File: src/rtl/text_line_arbiter.sv
// text_line_arbiter
// One shared 10-character text line serves NUM_REQ requesters. The line goes
// to one owner at a time. The owner's string and position are latched, the
// string is revealed one character every REVEAL_FRAMES frame ticks, held for
// HOLD_FRAMES frame ticks, and then the line is released.
// Optional feature macro: TEXT_ARB_RR_EN selects round-robin arbitration.
// When it is undefined, the lowest requester index wins.
module text_line_arbiter #(
  parameter int NUM_REQ       = 4,
  parameter int REVEAL_FRAMES = 4,
  parameter int HOLD_FRAMES   = 60
) (
  input  logic                  clk,
  input  logic                  rst,
  input  logic                  frame_tick,
  input  logic [NUM_REQ-1:0]    req,
  input  logic [NUM_REQ*80-1:0] str_in,
  input  logic [NUM_REQ*4-1:0]  len_in,
  input  logic [NUM_REQ*20-1:0] pos_in,
  output logic [NUM_REQ-1:0]    grant,
  output logic                  busy,
  output logic                  done,
  output logic [9:0]            start_x,
  output logic [9:0]            start_y,
  output logic [7:0]            char0,
  output logic [7:0]            char1,
  output logic [7:0]            char2,
  output logic [7:0]            char3,
  output logic [7:0]            char4,
  output logic [7:0]            char5,
  output logic [7:0]            char6,
  output logic [7:0]            char7,
  output logic [7:0]            char8,
  output logic [7:0]            char9,
  output logic [3:0]            str_length
);

  localparam int OW         = (NUM_REQ > 1) ? $clog2(NUM_REQ) : 1;
  localparam int MAX_FRAMES = (REVEAL_FRAMES > HOLD_FRAMES) ? REVEAL_FRAMES : HOLD_FRAMES;
  localparam int CW         = $clog2(MAX_FRAMES + 1);

  localparam logic [CW-1:0] REVEAL_LAST = CW'(REVEAL_FRAMES - 1);
  localparam logic [CW-1:0] HOLD_LAST   = CW'(HOLD_FRAMES - 1);
  localparam logic [79:0]   BLANK_LINE  = {10{8'd32}};
  localparam logic [3:0]    MAX_LEN     = 4'd10;

  typedef enum logic [2:0] {
    ST_IDLE   = 3'd0,
    ST_LOAD   = 3'd1,
    ST_REVEAL = 3'd2,
    ST_HOLD   = 3'd3,
    ST_DONE   = 3'd4
  } state_t;

  state_t              state_r;
  logic [OW-1:0]       owner_r;
  logic [NUM_REQ-1:0]  grant_r;
  logic                busy_r;
  logic                done_r;
  logic [9:0]          start_x_r;
  logic [9:0]          start_y_r;
  logic [79:0]         chars_r;
  logic [3:0]          str_length_r;
  logic [3:0]          len_r;
  logic [CW-1:0]       frame_cnt_r;

  logic [OW-1:0]       win_idx_s;
  logic [NUM_REQ-1:0]  win_grant_s;
  logic                any_req_s;
  logic                abandon_s;
  logic [79:0]         sel_str_s;
  logic [3:0]          sel_len_s;
  logic [19:0]         sel_pos_s;
  logic [3:0]          len_clamp_s;
  logic [79:0]         masked_chars_s;

`ifdef TEXT_ARB_RR_EN
  logic [OW-1:0]       last_owner_r;

  // The search starts just after the last owner. Candidates are visited
  // backwards, so the first one in search order is the value that remains.
  function automatic logic [OW-1:0] pick_rr(input logic [NUM_REQ-1:0] r,
                                            input logic [OW-1:0]      last);
    logic [OW-1:0] idx;
    int            cand;
    idx = '0;
    for (int i = NUM_REQ - 1; i >= 0; i--) begin
      cand = (int'(last) + 1 + i) % NUM_REQ;
      if (r[cand]) begin
        idx = OW'(cand);
      end
    end
    return idx;
  endfunction

  assign win_idx_s = pick_rr(req, last_owner_r);
`else
  // Fixed priority. The scan runs from high index to low, so the lowest set
  // index is the value that remains.
  function automatic logic [OW-1:0] pick_fixed(input logic [NUM_REQ-1:0] r);
    logic [OW-1:0] idx;
    idx = '0;
    for (int i = NUM_REQ - 1; i >= 0; i--) begin
      if (r[i]) begin
        idx = OW'(i);
      end
    end
    return idx;
  endfunction

  assign win_idx_s = pick_fixed(req);
`endif

  assign win_grant_s = {{(NUM_REQ-1){1'b0}}, 1'b1} << win_idx_s;
  assign any_req_s   = |req;

  // Only the owner's own request line can abandon the grant.
  assign abandon_s = ((state_r == ST_LOAD) || (state_r == ST_REVEAL) || (state_r == ST_HOLD))
                     && !req[owner_r];

  assign sel_str_s   = str_in[80*int'(owner_r) +: 80];
  assign sel_len_s   = len_in[4*int'(owner_r) +: 4];
  assign sel_pos_s   = pos_in[20*int'(owner_r) +: 20];
  assign len_clamp_s = (sel_len_s > MAX_LEN) ? MAX_LEN : sel_len_s;

  // Blank every character position at or beyond the clamped length.
  always_comb begin
    masked_chars_s = BLANK_LINE;
    for (int k = 0; k < 10; k++) begin
      if (k < int'(len_clamp_s)) begin
        masked_chars_s[8*k +: 8] = sel_str_s[8*k +: 8];
      end else begin
        masked_chars_s[8*k +: 8] = 8'd32;
      end
    end
  end

  // Arbitration, latching, and the reveal/hold sequencer.
  always_ff @(posedge clk) begin
    if (rst) begin
      state_r      <= ST_IDLE;
      owner_r      <= '0;
      grant_r      <= '0;
      busy_r       <= 1'b0;
      done_r       <= 1'b0;
      start_x_r    <= 10'd0;
      start_y_r    <= 10'd0;
      chars_r      <= BLANK_LINE;
      str_length_r <= 4'd0;
      len_r        <= 4'd0;
      frame_cnt_r  <= '0;
`ifdef TEXT_ARB_RR_EN
      last_owner_r <= OW'(NUM_REQ - 1);
`endif
    end else if (abandon_s) begin
      // The owner withdrew. Release the line at once and skip the done pulse.
      state_r      <= ST_IDLE;
      grant_r      <= '0;
      busy_r       <= 1'b0;
      done_r       <= 1'b0;
      chars_r      <= BLANK_LINE;
      str_length_r <= 4'd0;
      frame_cnt_r  <= '0;
    end else begin
      done_r <= 1'b0;
      case (state_r)
        ST_IDLE: begin
          if (any_req_s) begin
            owner_r <= win_idx_s;
            grant_r <= win_grant_s;
            busy_r  <= 1'b1;
            state_r <= ST_LOAD;
`ifdef TEXT_ARB_RR_EN
            last_owner_r <= win_idx_s;
`endif
          end
        end
        ST_LOAD: begin
          chars_r      <= masked_chars_s;
          start_x_r    <= sel_pos_s[9:0];
          start_y_r    <= sel_pos_s[19:10];
          len_r        <= len_clamp_s;
          str_length_r <= 4'd0;
          frame_cnt_r  <= '0;
          if (len_clamp_s == 4'd0) begin
            state_r <= ST_HOLD;
          end else begin
            state_r <= ST_REVEAL;
          end
        end
        ST_REVEAL: begin
          if (frame_tick) begin
            if (frame_cnt_r == REVEAL_LAST) begin
              frame_cnt_r  <= '0;
              str_length_r <= str_length_r + 4'd1;
              if ((str_length_r + 4'd1) == len_r) begin
                state_r <= ST_HOLD;
              end else begin
                state_r <= ST_REVEAL;
              end
            end else begin
              frame_cnt_r <= frame_cnt_r + CW'(1);
            end
          end
        end
        ST_HOLD: begin
          if (frame_tick) begin
            if (frame_cnt_r == HOLD_LAST) begin
              frame_cnt_r  <= '0;
              state_r      <= ST_DONE;
              done_r       <= 1'b1;
              grant_r      <= '0;
              str_length_r <= 4'd0;
              chars_r      <= BLANK_LINE;
            end else begin
              frame_cnt_r <= frame_cnt_r + CW'(1);
            end
          end
        end
        ST_DONE: begin
          state_r <= ST_IDLE;
          busy_r  <= 1'b0;
        end
        default: begin
          state_r      <= ST_IDLE;
          grant_r      <= '0;
          busy_r       <= 1'b0;
          chars_r      <= BLANK_LINE;
          str_length_r <= 4'd0;
          frame_cnt_r  <= '0;
        end
      endcase
    end
  end

  assign grant      = grant_r;
  assign busy       = busy_r;
  assign done       = done_r;
  assign start_x    = start_x_r;
  assign start_y    = start_y_r;
  assign str_length = str_length_r;
  assign char0      = chars_r[7:0];
  assign char1      = chars_r[15:8];
  assign char2      = chars_r[23:16];
  assign char3      = chars_r[31:24];
  assign char4      = chars_r[39:32];
  assign char5      = chars_r[47:40];
  assign char6      = chars_r[55:48];
  assign char7      = chars_r[63:56];
  assign char8      = chars_r[71:64];
  assign char9      = chars_r[79:72];

endmodule

File: config.mk
export PLATFORM = sky130hd
export DESIGN_NAME = text_line_arbiter
export DESIGN_NICKNAME = d
export VERILOG_FILES = /design/src/rtl/text_line_arbiter.sv
export SDC_FILE = /design/constraint.sdc
export NUM_CORES = 1
export LEC_CHECK = 0
export BUFFER_PORTS_ARGS = -buffer_cell sky130_fd_sc_hd__buf_2
export CORE_AREA = 4 4 204 206
export CTS_BUF_LIST = sky130_fd_sc_hd__clkbuf_16
export DETAILED_ROUTE_END_ITERATION = 6
export DIE_AREA = 0 0 208 210
export GPL_ROUTABILITY_DRIVEN = 0
export PLACE_DENSITY = 0.39
export REMOVE_ABC_BUFFERS = 1
export SLEW_MARGIN = 0
export SYNTH_ARGS = -nofsm -noshare
export SYNTH_HDL_FRONTEND = slang
export SYNTH_SLANG_ARGS = --single-unit
File: constraint.sdc
create_clock -name clk -period 4.7 [get_ports clk]
set_input_delay 1.41 -clock clk [delete_from_list [all_inputs] [get_ports clk]]
set_output_delay 1.41 -clock clk [all_outputs]
set_load 0.03 [all_outputs]
==> key figures <==
Outcome
  • Status: completed

Pwr
  • Leakage: 4.71 nW
  • Psw: ~2.3 mW
  • Sequential Power Share: 26.8%
  • Comb pwr share: 47.8%
  • Pwr/cell area: 510 nW/um^2
  • Cell-internal power: 3.27 mW
  • Clock network power share: ~25%
  • Maximum VDD drop: around 200 uV
  • Switch share: 41.3%

CTS
  • Clock Path Buffers: 2
  • Root buf cell: clkbuf_16
  • # H-tree levels: 4
  • Clock-pin slew on the worst setup and hold paths: ~60 ps
  • CTS Buf Count: 17
  • Post-CTS Hold Fix Bufs: 0
  • CTS tree: built
  • Worst-Skew Late Latency: between 400 and 500 ps
  • Setup Fix Bufs, Post-CTS: 0
  • Resize count post-CTS: 0
  • Clock Sinks: roughly 130

Timing
  • Final setup vio count: 0
  • Max Freq: 328 MHz
  • Setup TNS: 0 ps
  • Hold Fails Final Rpt: 0
  • Max Slew Vio Count: 0
  • Final period util: around two thirds
  • RSZ-0062 raised after global routing: false
  • Hold slack final: 450 ps
  • Final Critical Period: between 3000 and 4000 ps
  • Worst-Margin Slew: 1050 ps
  • Clock Skews: approximately 12 ps
  • PnR worst setup slack: approximately 1700 ps
  • Relative slew slack: 29.7%

Detailed routing
  • Initial DRC Count: just over 300
  • Vias: 7536
  • Aggregate routed wire length: between 30000 and 40000 um
  • Remaining DRCs: 0
  • DR pass1 iterations: 5
  • Wire per inst: between 20 and 25 um
  • DRT antenna net count: 0
  • Via/cell ratio: between 4 and 5

Yosys
  • Sequential share of the synthesized area: about a third
  • Number of flops mapped to enable cells by yosys: 0
  • Asr flop ratio synth: 0%
  • Synth Flop Type: dfxtp_1
  • Syn Area/Cell: ~11 sq um
  • Cell Area, Synth: 7140 sq um
  • Commonest cells in the netlist: 125 x dfxtp_1, 105 x mux4_2, 90 x nor2_1
  • Synth top area cells: dfxtp_1 35%, mux4_2 33%, a22oi_1 6.0%, nor2_1 4.7%, nand2_1 3.1%
  • Gate count after technology mapping: 650
  • Synth top area share: between 30% and 40%
  • Synth warn: 0
  • Library cells used by synthesis: between 50 and 60
  • Cell with the most instances after synthesis: dfxtp_1
  • Synthesized flop and latch total: 125
  • Yosys top cell by area: dfxtp_1

Placement
  • Placed cell count: 1657
  • DP Worst Slack: approximately 1200 ps
  • PortBufs: ~530
  • Final HPWL DP: 27800 um

Setup path
  • Crit path capture type: flip-flop
  • Worst reg2reg setup slack: ~1800 ps
  • Arr. time, crit path: around 3300 ps
  • Worst r2r path cells: 5
  • CP Launch Type: input pin
  • Reg2reg end: chars_r[4]$_SDFFE_PP0P_
  • Worst-path maximum fanout: 12
  • Slowest cell on the critical path: mux4_2
  • CP top delay family: simple AND/OR/NAND/NOR gates
  • Startpoint of the worst-slack reg-to-reg timing path: owner_r[0]$_SDFFE_PP0P_
  • Setup CP Type: input pin to flip-flop
  • Worst EP required: 4990 ps
  • Worst-path cell chain: buf_2 -> mux4_2 -> or4_4 -> and2_1 -> a22oi_1 -> nor2_1
  • Critical path origin: len_in[15]
  • Max stage delay on crit path: 620 ps
  • CP Buf/Inv Count: 1

GRT
  • Initial antenna violation count: 6
  • Largest net degree at the start of global routing: 53
  • Number of global-route vias before repair: about 7900
  • Global-route usage over all layers: 14.9%
  • First-pass GRT wire length: around 50000 um
  • Grt total ovfl: 0

Floorplan
  • Core area: approximately 40000 sq um
  • Die H: 210 um
  • Die ar.: ~44000 sq um
  • Chip Width: about 210 um
  • Initial core utilization: 18.0%
  • Site Rows: 73
  • IO Count: 533

Layout
  • # nets final: between 1500 and 2000
  • Filler cell count: 4386
  • Non-Filler Instances: about 1700
  • Layout cells sized above 1: about three fifths
  • Area Overhead vs Synth: 53.0%

Worst hold path
  • Hold path cells: 2
  • Hold EP: start_x[5]$_SDFFE_PP0P_
  • HP Start: start_x[5]$_SDFFE_PP0P_
  • Hold crit path type: flip-flop to flip-flop

Job
  • Max cap viols: 0
registers in the layout, indices dropped and copies added, names as in the netlist:
register / cells
chars_r: 80
start_x: 10
start_y: 10
frame_cnt_r: 6
grant: 4
len_r: 4
str_length: 4
state_r: 3
owner_r: 2
busy: 1
done: 1
worst register-to-register path, delay by kind of cell, from the launching register on:
kind / cells / cell delay (ps)
AOI/OAI and AO/OA: 1 / 220
DFF: 1 / 780
muxes: 1 / 770
and+or+nand+nor: 3 / 990
layout make-up:
type / count / area [sq um] / share of cell area, %
Antenna cell: 3 / 7.51 / 0.0687
Clock buffer: 17 / 425 / 3.89
Clock inverter: 15 / 195 / 1.79
Inverter: 5 / 18.8 / 0.172
Multi-Input combinational cell: 460 / 4380 / 40.0
Sequential cell: 125 / 2510 / 23.0
Tap cell: 525 / 657 / 6.01
Timing Repair Buffer: 542 / 2740 / 25.1
power by group through the flow:
| stage | sequential [mW] | clock [mW] | combinational (mW) |
|---|---|---|---|
| after floorplan | 1.98 | 0 | 1.43 |
| after global placement | 1.52 | 0 | 2.74 |
| after detailed placement | 1.52 | 0 | 2.74 |
| after CTS | 1.50 | 1.48 | 2.75 |
| after global routing | 1.54 | 1.52 | 2.89 |
| final | 1.49 | 1.42 | 2.66 |
through the flow:
step | area [sq um] | power, mW | util, %
2_1_floorplan | 6880 | 3.41 | -
3_3_place_gp | 10300 | 4.26 | 26.0
3_5_place_dp | 10300 | 4.26 | 26.0
4_1_cts | 10900 | 5.73 | 27.5
5_1_grt | 10900 | 5.95 | 27.6
6_report | 10900 | 5.57 | 27.6
worst max-delay path by stage:
stage / to / cells after the start
after detailed placement: chars_r[7]$_SDFFE_PP0P_ / 6
after global placement: chars_r[7]$_SDFFE_PP0P_ / 6
final: chars_r[4]$_SDFFE_PP0P_ / 6
after floorplan: chars_r[32]$_SDFFE_PP0P_ / 5
after global routing: chars_r[72]$_SDFFE_PP0P_ / 5
after CTS: chars_r[3]$_SDFFE_PP0P_ / 6
cells in the final DEF (no fill, tap or decap), types with 3 or more instances in the layout:
master,n
nor2_1,89
a21oi_1,31
o21ai_0,13
a22oi_1,56
diode_2,3
xor2_1,4
buf_2,532
buf_4,10
clkinvlp_4,4
a32o_1,16
nand2b_1,3
mux4_2,105
nor3b_1,3
inv_1,6
nand4_1,3
nand3_1,10
nand2_1,59
bufinv_16,4
clkbuf_16,17
xnor2_1,6
nor2b_1,4
dfxtp_1,123
nor3_1,13
kinds of logic (layout without fill, tap and decap cells):
kind of cell	after synthesis	count (layout)	share of synthesized area, %
other cells	0	3	0
xor+xnor	10	10	1.23
buf+inv	65	579	3.85
simple gates	200	200	12.2
compound gates	143	143	14.2
flops	125	125	35.0
mux	105	105	33.1
fa+ha+maj	2	2	0.350
routing by layer:
metal,global-route usage [%],vias to the layer above,wire length [um]
met5,0,-,0
met2,26.6,288,17700
met4,3.65,0,411
li1,-,3545,-
met3,3.88,21,2120
met1,18.0,3682,13800
No activity file was read; power rests on OpenSTA's default activity.
